<file path="src/rtl/occupancy_fifo_queue.sv">
// Single-clock request FIFO with registered head, occupancy count and almost-full flag.
// Optional FIFO_QUEUE_BYPASS_EN: writes into an empty head register skip storage.
module occupancy_fifo_queue #(
    parameter int SINGLE_ENTRY_WIDTH_IN_BITS = 64,
    parameter int QUEUE_SIZE                 = 6,
    parameter int QUEUE_PTR_WIDTH_IN_BITS    = $clog2(QUEUE_SIZE),
    parameter int OCCUPANCY_WIDTH_IN_BITS    = $clog2(QUEUE_SIZE + 1),
    parameter int ALMOST_FULL_THRESHOLD      = QUEUE_SIZE - 1
) (
    input  logic                                  clk_in,
    input  logic                                  reset_n_in,
    input  logic                                  flush_in,
    input  logic [SINGLE_ENTRY_WIDTH_IN_BITS-1:0] request_in,
    input  logic                                  request_valid_in,
    output logic                                  issue_ack_out,
    output logic [SINGLE_ENTRY_WIDTH_IN_BITS-1:0] request_out,
    output logic                                  request_valid_out,
    input  logic                                  issue_ack_in,
    output logic                                  is_empty_out,
    output logic                                  is_full_out,
    output logic                                  is_almost_full_out,
    output logic [OCCUPANCY_WIDTH_IN_BITS-1:0]    occupancy_out
);

    localparam logic [QUEUE_PTR_WIDTH_IN_BITS-1:0] PTR_LAST =
        QUEUE_PTR_WIDTH_IN_BITS'(QUEUE_SIZE - 1);
    localparam logic [OCCUPANCY_WIDTH_IN_BITS-1:0] OCC_FULL =
        OCCUPANCY_WIDTH_IN_BITS'(QUEUE_SIZE);
    localparam logic [OCCUPANCY_WIDTH_IN_BITS-1:0] OCC_ALMOST =
        OCCUPANCY_WIDTH_IN_BITS'(ALMOST_FULL_THRESHOLD);

    logic [SINGLE_ENTRY_WIDTH_IN_BITS-1:0] mem [QUEUE_SIZE];
    logic [QUEUE_PTR_WIDTH_IN_BITS-1:0]    wr_ptr;
    logic [QUEUE_PTR_WIDTH_IN_BITS-1:0]    rd_ptr;
    logic [OCCUPANCY_WIDTH_IN_BITS-1:0]    occupancy;
    logic [OCCUPANCY_WIDTH_IN_BITS-1:0]    stored;
    logic [SINGLE_ENTRY_WIDTH_IN_BITS-1:0] head_data;
    logic                                  head_vld;
    logic                                  push;
    logic                                  pop;
    logic                                  head_free;
    logic                                  stored_nz;
    logic                                  bypass_load;
    logic                                  store_wr;
    logic                                  store_rd;

    function automatic logic [QUEUE_PTR_WIDTH_IN_BITS-1:0] ptr_inc(
        input logic [QUEUE_PTR_WIDTH_IN_BITS-1:0] p
    );
        return (p == PTR_LAST) ? '0 : p + QUEUE_PTR_WIDTH_IN_BITS'(1);
    endfunction

    // Occupancy includes the head register; storage holds the rest.
    assign stored    = occupancy - OCCUPANCY_WIDTH_IN_BITS'(head_vld);
    assign stored_nz = (stored != '0);

    assign is_empty_out       = (occupancy == '0);
    assign is_full_out        = (occupancy == OCC_FULL);
    assign is_almost_full_out = (occupancy >= OCC_ALMOST);
    assign occupancy_out      = occupancy;

    assign pop           = head_vld & issue_ack_in;
    assign issue_ack_out = reset_n_in & ~flush_in & (~is_full_out | pop);
    assign push          = request_valid_in & issue_ack_out;
    assign head_free     = ~head_vld | pop;

`ifdef FIFO_QUEUE_BYPASS_EN
    assign bypass_load = push & head_free & ~stored_nz;
`else
    assign bypass_load = 1'b0;
`endif

    assign store_wr = push & ~bypass_load;
    assign store_rd = head_free & stored_nz;

    assign request_out       = head_data;
    assign request_valid_out = head_vld;

    // Storage array carries no reset; content is qualified by the pointers.
    always_ff @(posedge clk_in) begin
        if (store_wr) begin
            mem[wr_ptr] <= request_in;
        end
    end

    always_ff @(posedge clk_in or negedge reset_n_in) begin
        if (!reset_n_in) begin
            wr_ptr    <= '0;
            rd_ptr    <= '0;
            occupancy <= '0;
            head_vld  <= 1'b0;
            head_data <= '0;
        end else if (flush_in) begin
            wr_ptr    <= '0;
            rd_ptr    <= '0;
            occupancy <= '0;
            head_vld  <= 1'b0;
            head_data <= '0;
        end else begin
            if (store_wr) begin
                wr_ptr <= ptr_inc(wr_ptr);
            end
            if (store_rd) begin
                rd_ptr <= ptr_inc(rd_ptr);
            end
            if (push && !pop) begin
                occupancy <= occupancy + OCCUPANCY_WIDTH_IN_BITS'(1);
            end else if (pop && !push) begin
                occupancy <= occupancy - OCCUPANCY_WIDTH_IN_BITS'(1);
            end
            if (bypass_load) begin
                head_data <= request_in;
                head_vld  <= 1'b1;
            end else if (store_rd) begin
                head_data <= mem[rd_ptr];
                head_vld  <= 1'b1;
            end else if (pop) begin
                head_data <= '0;
                head_vld  <= 1'b0;
            end
        end
    end

endmodule

</file>
<file path="config.mk">
export PLATFORM = sky130hd
export DESIGN_NAME = occupancy_fifo_queue
export DESIGN_NICKNAME = d
export VERILOG_FILES = /design/src/rtl/occupancy_fifo_queue.sv
export SDC_FILE = /design/constraint.sdc
export NUM_CORES = 1
export LEC_CHECK = 0
export CAP_MARGIN = 30
export CORE_MARGIN = 2
export CORE_UTILIZATION = 58
export CTS_CLUSTER_DIAMETER = 100
export CTS_CLUSTER_SIZE = 24
export DETAILED_ROUTE_END_ITERATION = 10
export GPL_ROUTABILITY_DRIVEN = 0
export PLACE_DENSITY = 0.79
export SLEW_MARGIN = 25
export SYNTH_ARGS = -nofsm -noshare
export SYNTH_HDL_FRONTEND = slang
export SYNTH_SLANG_ARGS = --single-unit
</file>
<file path="constraint.sdc">
create_clock -name clk_in -period 7.2 [get_ports clk_in]
set_input_delay 1.08 -clock clk_in [delete_from_list [all_inputs] [get_ports clk_in]]
set_output_delay 1.08 -clock clk_in [all_outputs]
set_load 0.01 [all_outputs]
</file>
==> flow_metrics.tcl, run 1 <==
set metrics [dict create \
    drc 0 \
    hold_class "primary input to async pin" \
    slowest_stage "buf_4" \
    setup_viol 0 \
    status "finished clean" \
    ys_ff_latch 458 \
    fin_area_um2 20700 \
    critPathArrivalTime_ns 2.94 \
    period_share_pct 55.9 \
    cts_resized 0 \
    clockBufferDepth 3 \
    antenna_found_initial 2 \
    powerDensity_nw_per_um2 295 \
    fin_crit_ns 4.02 \
    start_kind "primary input" \
    ios 141 \
    areaGrowthSynthToFinish_pct 13.5 \
    grt_usage_pct 21.1 \
    ys_types 39 \
    core_um2 30700 \
    drt_iter0_markers 780 \
    grt-ovfl-total 0 \
    max_slew_margin_pct 37.3 \
    root_buffer "clkbuf_16" \
    path_cells "buf_4, buf_4, o211a_1, clkdlybuf4s50_1" \
    cp-end-kind "output pin" \
    dp_hpwl_um 19500 \
    numCtsBuffers 23 \
    place_inst 1456 \
    die-area_um2 32800 \
    fp.dieW_um 181 \
    path_clk_slew_ns 0.09 \
    worstSetupPathType "primary input to output pin" \
    die_height_um 181 \
    syn_nets 1032 \
    cp.required_ns 6.12 \
    via_per_inst 5.94 \
    skew_ns 0.0180 \
    yosysWarnings 0 \
    stdcell_count 1500 \
    synth_seq_area_share_pct 73.5 \
    synth_edf_count 384 \
    maxCapViolations 0 \
    grt_pass1_vias 9166 \
    ff2ff_path_depth 6 \
    post_cts_buffers 0 \
    grt_max_degree 88 \
    syn-cell-area_um2 18200 \
    cp_max_fo 55 \
    vias 8906 \
    r2r_slack_ns 4.13 \
    wl_per_cell_um 22.9 \
    max_slew.worst_pin.slew_ns 0.941 \
    initial_utilization_pct 59.2 \
    ys_async_sr_fraction_pct 16.2 \
    synth_ff_type "edfxtp_1" \
    rsz0062_at_grt "no" \
    reg2reg_from "occupancy_out[1]$_DFFE_PN0P_" \
    drive_gt1_share_pct 19.3 \
    final_max_slew_viol_count 0 \
    avgSynthCellArea_um2 19.0 \
    insertion_delay_ns 0.54 \
    clock.fmax_mhz 249 \
    io_buffers 140 \
    htree_levels 1 \
    cts-hold-fix-buffers 0 \
    crit_top_cell "buf_4" \
    r2r_end "mem[2][53]$_DFFE_PP_" \
    clkSinkCount 458 \
    hold_viol 0 \
    cpPeakStageDelay_ns 0.68 \
    first_pass_iters 5 \
    fin_nets 1157 \
    cts_tree "done" \
    placed_area_um2 20000 \
    syn_inst 961 \
    power_leakage_nw 6.88 \
    peakVddDrop_v 0.000215 \
    row_count 64 \
    tns_ns 0 \
    ant_nets 0 \
    grt_first_pass_wirelength_um 53100 \
    drt-total-wl_um 34300 \
]
==> worst max-delay path, delay by kind of cell <==
family,cells,cell delay [ns]
compound gates,1,0.29
buf+inv,3,1.53
==> layer usage <==
| metal | share of wire (%) | global-route usage [%] | vias up |
|---|---|---|---|
| met4 | 1.7 | 4.88 | 0 |
| met3 | 4.2 | 2.56 | 33 |
| li1 | - | - | 3989 |
| met2 | 53 | 37.5 | 209 |
| met5 | 0 | 0 | - |
| met1 | 41 | 28.4 | 4675 |
==> power breakdown <==
group | internal [W] | switching (W) | leakage [nW]
registers | 0.00302 | 0.000171 | 4.44
clock network | 0.000617 | 0.000773 | 0.318
logic | 0.000860 | 0.000672 | 2.12
total | 0.00450 | 0.00162 | 6.88
==> sequential cells by signal, indices dropped and copies added (netlist names) <==
signal	cells
mem	384
request_out	64
occupancy_out	3
rd_ptr	3
wr_ptr	3
request_valid_out	1
==> worst max-delay path by stage <==
| stage | from | cells past startpoint | endpoint |
|---|---|---|---|
| final | reset_n_in | 4 | issue_ack_out |
| after global routing | reset_n_in | 4 | issue_ack_out |
| after CTS | reset_n_in | 4 | issue_ack_out |
| after detailed placement | flush_in | 7 | mem[2][56]$_DFFE_PP_ |
| after global placement | flush_in | 7 | mem[2][56]$_DFFE_PP_ |
| after floorplan | issue_ack_in | 5 | mem[5][0]$_DFFE_PP_ |
==> synthesized netlist by cell type, types with 4 or more instances <==
library cell	instances	area [um2]
a21oi_1	69	345
buf_2	20	100
buf_6	11	124
clkbuf_1	27	101
dfrtp_1	74	1850
edfxtp_1	384	11500
inv_1	4	15.0
mux2_1	39	439
mux2_2	41	462
mux2_4	49	736
mux4_2	64	1440
nand2_1	68	255
nand3b_1	66	495
nor2_1	7	26.3
nor3_1	8	40.0
==> metrics by stage <==
| stage | util, % | total power [W] | worst slack, ns | hold slack, ns |
|---|---|---|---|---|
| after floorplan | - | 0.00426 | 0.228 | 0.544 |
| after global placement | 64.9 | 0.00475 | 3.08 | 0.541 |
| after detailed placement | 64.9 | 0.00479 | 3.06 | 0.545 |
| after CTS | 67.1 | 0.00616 | 3.09 | 0.426 |
| after global routing | 67.3 | 0.00638 | 2.97 | 0.437 |
| final | 67.3 | 0.00611 | 3.18 | 0.432 |
==> final cells by class <==
class | count | area [um2]
Antenna cell | 2 | 5.00
Clock buffer | 39 | 636
Clock inverter | 2 | 38.8
Fill cell | 2003 | 10100
Inverter | 5 | 18.8
Multi-Input combinational cell | 439 | 4520
Sequential cell | 458 | 13400
Tap cell | 396 | 495
Timing Repair Buffer | 159 | 1570
==> kinds of logic (layout without fill, tap and decap cells) <==
group / Yosys count / count (layout) / synth area share [%]
compound gates: 79 / 79 / 2.36
mux: 195 / 195 / 17.0
flops: 458 / 458 / 73.5
buf+inv: 64 / 205 / 1.92
xor+xnor: 3 / 3 / 0.144
fa+ha+maj: 2 / 2 / 0.179
other cells: 0 / 2 / 0
simple gates: 160 / 160 / 4.93
==> cells in the final DEF, fill, tap and decap left out, types with 23 or more instances in the layout <==
cell type and n:
a21oi_1 69, dfrtp_1 71, edfxtp_1 384, nand2_1 67, clkbuf_16 23, nand3b_1 66
mux2_4 49, mux2_1 39, mux2_2 41, mux4_2 64, clkdlybuf4s50_1 138
Note: power is estimated with default switching activity, not from simulation.
==> inputs of run 2 (changes only) <==
--- a/config.mk
+++ b/config.mk
@@ -7,12 +7,12 @@
 export LEC_CHECK = 0
 export CAP_MARGIN = 30
 export CORE_MARGIN = 2
-export CORE_UTILIZATION = 58
+export CORE_UTILIZATION = 52
 export CTS_CLUSTER_DIAMETER = 100
 export CTS_CLUSTER_SIZE = 24
 export DETAILED_ROUTE_END_ITERATION = 10
 export GPL_ROUTABILITY_DRIVEN = 0
-export PLACE_DENSITY = 0.79
+export PLACE_DENSITY = 0.75
 export SLEW_MARGIN = 25
 export SYNTH_ARGS = -nofsm -noshare
 export SYNTH_HDL_FRONTEND = slang
==> constraint.sdc (replaced) <==
create_clock -name clk_in -period 3.45 [get_ports clk_in]
set_input_delay 0.5175 -clock clk_in [delete_from_list [all_inputs] [get_ports clk_in]]
set_output_delay 0.5175 -clock clk_in [all_outputs]
set_load 0.01 [all_outputs]
==> flow_metrics.tcl, run 2 (synthesis results as in run 1) <==
set metrics [dict create \
    power_leakage_nw 6.91 \
    worstSetupPathType "primary input to output pin" \
    first_pass_iters 5 \
    critPathLaunch "flush_in" \
    maxCapViolations 0 \
    dp_hpwl_um 19000 \
    cts_tree "done" \
    clockBufferDepth 3 \
    crit_path_end "issue_ack_out" \
    max_slew.worst_pin.slew_ns 0.887 \
    drt-total-wl_um 34200 \
    root_buffer "clkbuf_16" \
    powerDensity_nw_per_um2 613 \
    start_kind "primary input" \
    grt_usage_pct 19.0 \
    areaGrowthSynthToFinish_pct 14.9 \
    via_per_inst 5.63 \
    cp_max_fo 75 \
    path_clk_slew_ns 0.09 \
    wl_per_cell_um 21.9 \
    r2r_slack_ns 1.10 \
    drc 0 \
    io_buffers 140 \
    combPwrFrac_pct 25.5 \
    clkSinkCount 458 \
    numCtsBuffers 23 \
    htree_levels 1 \
    die_height_um 191 \
    largest_reg_flops 384 \
    violations "negative hold slack" \
    antenna_found_initial 2 \
    grt_pass1_vias 9026 \
    dp_slack_ns 0.776 \
    fin_crit_ns 2.61 \
    ff2ff_path_depth 5 \
    vias 8791 \
    r2r_end "request_out[41]$_DFFE_PN0P_" \
    regMostFlops "mem" \
    cp.required_ns 2.93 \
    rsz0062_at_grt "no" \
    p_switching_w 0.00339 \
    clkPwrFrac_pct 22.7 \
    cp-end-kind "output pin" \
    tns_ns 0 \
    core_um2 34500 \
    drive_gt1_share_pct 19.4 \
    post_cts_buffers 0 \
    final_max_slew_viol_count 0 \
    reg2reg_from "rd_ptr[1]$_DFFE_PN0P_" \
    drt_iter0_markers 721 \
    die-area_um2 36500 \
    status "finished, violations left" \
    grt-ovfl-total 0 \
    initial_utilization_pct 52.7 \
    power.share.switching_pct 26.5 \
    peakVddDrop_v 0.000673 \
    grt_first_pass_wirelength_um 53200 \
    fin_nets 1158 \
    cts_resized 0 \
    ant_nets 0 \
    insertion_delay_ns 0.55 \
    setup_viol 0 \
    period_share_pct 75.7 \
    layout_commonest_cell "edfxtp_1" \
    critPathArrivalTime_ns 2.09 \
    max_slew_margin_pct 40.9 \
    hold_class "primary input to async pin" \
    row_count 68 \
    ios 141 \
    cts-hold-fix-buffers 0 \
    clock.fmax_mhz 383 \
    fp.dieW_um 191 \
    hold_ws_ns -0.0135 \
    skew_ns 0.0246 \
    grt_max_degree 134 \
    internal_power_w 0.00943 \
    power.share.sequential_pct 51.8 \
    mostFrequentLayoutCells "edfxtp_1, clkdlybuf4s50_1, dfrtp_1, a21oi_1, nand2_1" \
    hold_viol 1 \
    setup_ws_ns 0.839 \
]
## run 2: layer usage
layer	wire length [um]	track usage (%)	up-vias
met5	0	0	-
met3	1750	2.72	35
met2	17100	31.9	197
li1	-	-	3988
met1	15000	27.2	4571
met4	405	3.34	0
## run 2: worst max-delay path, cell delays in order
cell and delay [ns]:
buf_4 0.09, buf_4 0.68, inv_1 0.14, o211a_1 0.17, clkdlybuf4s50_1 0.48
## run 2: worst min path at each step
| stage | startpoint | to | slack [ns] |
|---|---|---|---|
| 2_1_floorplan | reset_n_in | occupancy_out[0]$_DFFE_PN0P_ | 0.22 |
| 3_3_place_gp | request_out[39]$_DFFE_PN0P_ | request_out[39]$_DFFE_PN0P_ | 0.54 |
| 3_5_place_dp | request_out[35]$_DFFE_PN0P_ | request_out[35]$_DFFE_PN0P_ | 0.54 |
| 4_1_cts | reset_n_in | occupancy_out[1]$_DFFE_PN0P_ | 0.004 |
| 5_1_grt | reset_n_in | occupancy_out[1]$_DFFE_PN0P_ | 0.01 |
| 6_report | reset_n_in | occupancy_out[1]$_DFFE_PN0P_ | -0.01 |
## run 2: stage by stage
step                cells  hold slack [ns]  power [W]  util [%]  cell area [um2]
CTS                  1559          0.00442     0.0130      60.6            20900
global route         1560           0.0142     0.0134      60.6            20900
global placement     1516            0.540     0.0100      58.5            20200
floorplan             961            0.222    0.00889         -            18300
detailed placement   1517            0.541     0.0101      58.6            20300
finish               1561          -0.0135     0.0128      60.6            20900
## run 2: cell type report
cell class	instances	area, um2
sequential	458	13400
clock buffer	40	639
inverter	5	18.8
fill	2493	13600
clock inverter	2	38.8
multi-input combinational	439	4550
antenna	2	5.00
timing repair buffer	160	1720
tap	455	569
## run 2: power by group through the flow
stage	clock network (W)	registers, W	logic, W
final	0.00292	0.00664	0.00327
after global routing	0.00318	0.00669	0.00353
after CTS	0.00299	0.00665	0.00332
after detailed placement	0	0.00677	0.00330
after global placement	0	0.00678	0.00324
after floorplan	0	0.00669	0.00220
==> inputs of run 3 (changes only) <==
==> constraint.sdc (replaced) <==
create_clock -name clk_in -period 2.4 [get_ports clk_in]
set_input_delay 0.36 -clock clk_in [delete_from_list [all_inputs] [get_ports clk_in]]
set_output_delay 0.36 -clock clk_in [all_outputs]
set_load 0.01 [all_outputs]
==> flow_metrics.tcl, run 3 (synthesis results as in run 1) <==
set metrics [dict create \
    status "finished clean" \
    path_cells "nand3b_1, o211a_1, clkdlybuf4s50_1" \
    mostFrequentLayoutCells "edfxtp_1, clkdlybuf4s50_1, a21oi_1, dfrtp_1" \
    cts_tree "done" \
    cp-end-kind "output pin" \
    ff2ff_path_depth 7 \
    start_kind "flip-flop" \
    insertedDiodeCount 0 \
    path_clk_slew_ns 0.09 \
    htree_levels 1 \
    io_buffers 140 \
    nFillCells 2460 \
    rsz0062_at_grt "no" \
    critPathArrivalTime_ns 1.95 \
    fin_nets 1183 \
    grt_first_pass_wirelength_um 54600 \
    drt_iter0_markers 750 \
    die-area_um2 36500 \
    fp.dieW_um 191 \
    row_count 68 \
    stdcell_count 1583 \
    cp_max_fo 7 \
    period_share_pct 96.2 \
    grt_pass1_vias 9170 \
    initial_utilization_pct 52.7 \
    clockBufferDepth 3 \
    drc 0 \
    max_slew_margin_pct 39.6 \
    root_buffer "clkbuf_16" \
    layout_commonest_cell "edfxtp_1" \
    skew_ns 0.0235 \
    die_height_um 191 \
    clkSinkCount 458 \
    hold_viol 0 \
    worstSetupPathType "flip-flop to output pin" \
    largest_reg_flops 384 \
    first_pass_iters 5 \
    slowest_stage "clkdlybuf4s50_1" \
    core_um2 34500 \
    regMostFlops "mem" \
    ant_nets 0 \
    cpPeakStageDelay_ns 0.48 \
    setup_viol 0 \
    areaGrowthSynthToFinish_pct 16.7 \
    grt_usage_pct 19.7 \
    peakVddDrop_v 0.000665 \
    fin_crit_ns 2.31 \
    fin_area_um2 21300 \
    numCtsBuffers 23 \
    grt-ovfl-total 0 \
    cp.required_ns 2.04 \
    dp_hpwl_um 21900 \
    via_per_inst 5.68 \
    power_leakage_nw 7.07 \
    max_slew.worst_pin.slew_ns 0.906 \
    maxCapViolations 0 \
    antenna_found_initial 0 \
    ios 141 \
    clock.fmax_mhz 433 \
    powerDensity_nw_per_um2 872 \
    hold_class "primary input to async pin" \
    vias 8984 \
    placed_area_um2 20600 \
    drive_gt1_share_pct 21.7 \
    wl_per_cell_um 22.3 \
    insertion_delay_ns 0.54 \
    fin_total_pwr_w 0.0185 \
    place_inst 1539 \
    drt-total-wl_um 35300 \
    grt_max_degree 88 \
    final_max_slew_viol_count 0 \
]
run 3: changes by cell type in the layout (fill, tap and decap cells not counted), moves of 2 or more:
cell / change
buf_4: +13
buf_12: +12
dfrtp_1: -4
dfrtp_2: +4
diode_2: -2
run 3: repair_timing:
item,CTS,global route
resized for setup,0,1
buffers inserted,0,1
hold endpoints to repair,74,0
endpoints found under the setup margin,0,2
hold buffers,2,0
run 3: power breakdown:
part           switching (W)  internal (W)
Sequential          0.000305       0.00906
Combinational        0.00228       0.00271
Clock                0.00233       0.00184
run 3: area by class of cell:
class	instances	area (um2)	share of cell area, %
multi-input combinational	439	4570	21.5
timing repair buffer	185	2040	9.58
inverter	5	18.8	0.0883
clock buffer	39	636	2.99
sequential	458	13400	63.0
tap	455	569	2.68
clock inverter	2	27.5	0.129
run 3: metal layers:
metal,global-route usage (%),share of wire (%)
met2,33.2,50
met4,3.61,1.4
met3,2.06,4.9
met5,0,0
met1,28.4,44
run 3: path summary, 6_finish.rpt:
kind / startpoint / end / slack, ns
max: occupancy_out[0]$_DFFE_PN0P_ / issue_ack_out / 0.09
min: reset_n_in / request_out[42]$_DFFE_PN0P_ / 0.17
max reg2reg: occupancy_out[2]$_DFFE_PN0P_ / mem[0][26]$_DFFE_PP_ / 0.16
min reg2reg: request_out[34]$_DFFE_PN0P_ / request_out[34]$_DFFE_PN0P_ / 0.55
max in group asynchronous: reset_n_in / rd_ptr[1]$_DFFE_PN0P_ / 1.42
min in group clk_in: flush_in / wr_ptr[1]$_DFFE_PN0P_ / 0.22
run 3: metrics by stage:
stage | util (%) | setup WS (ns) | TNS, ns | hold WS [ns]
final | 61.5 | 0.0903 | 0 | 0.175
after global routing | 61.5 | 0.0133 | 0 | 0.183
after CTS | 61.5 | 0.0484 | 0 | 0.180
after detailed placement | 59.5 | -0.111 | -7.09 | 0.167
after global placement | 59.5 | -0.0778 | -4.83 | 0.170
after floorplan | - | -0.712 | -152.99 | 0.0644
run 3: worst max-delay path: cells and delay by family, from the launching register on:
kind	cells	cell delay (ns)
buf+inv	1	0.48
compound gates	1	0.25
flops	1	0.47
simple gates	1	0.24
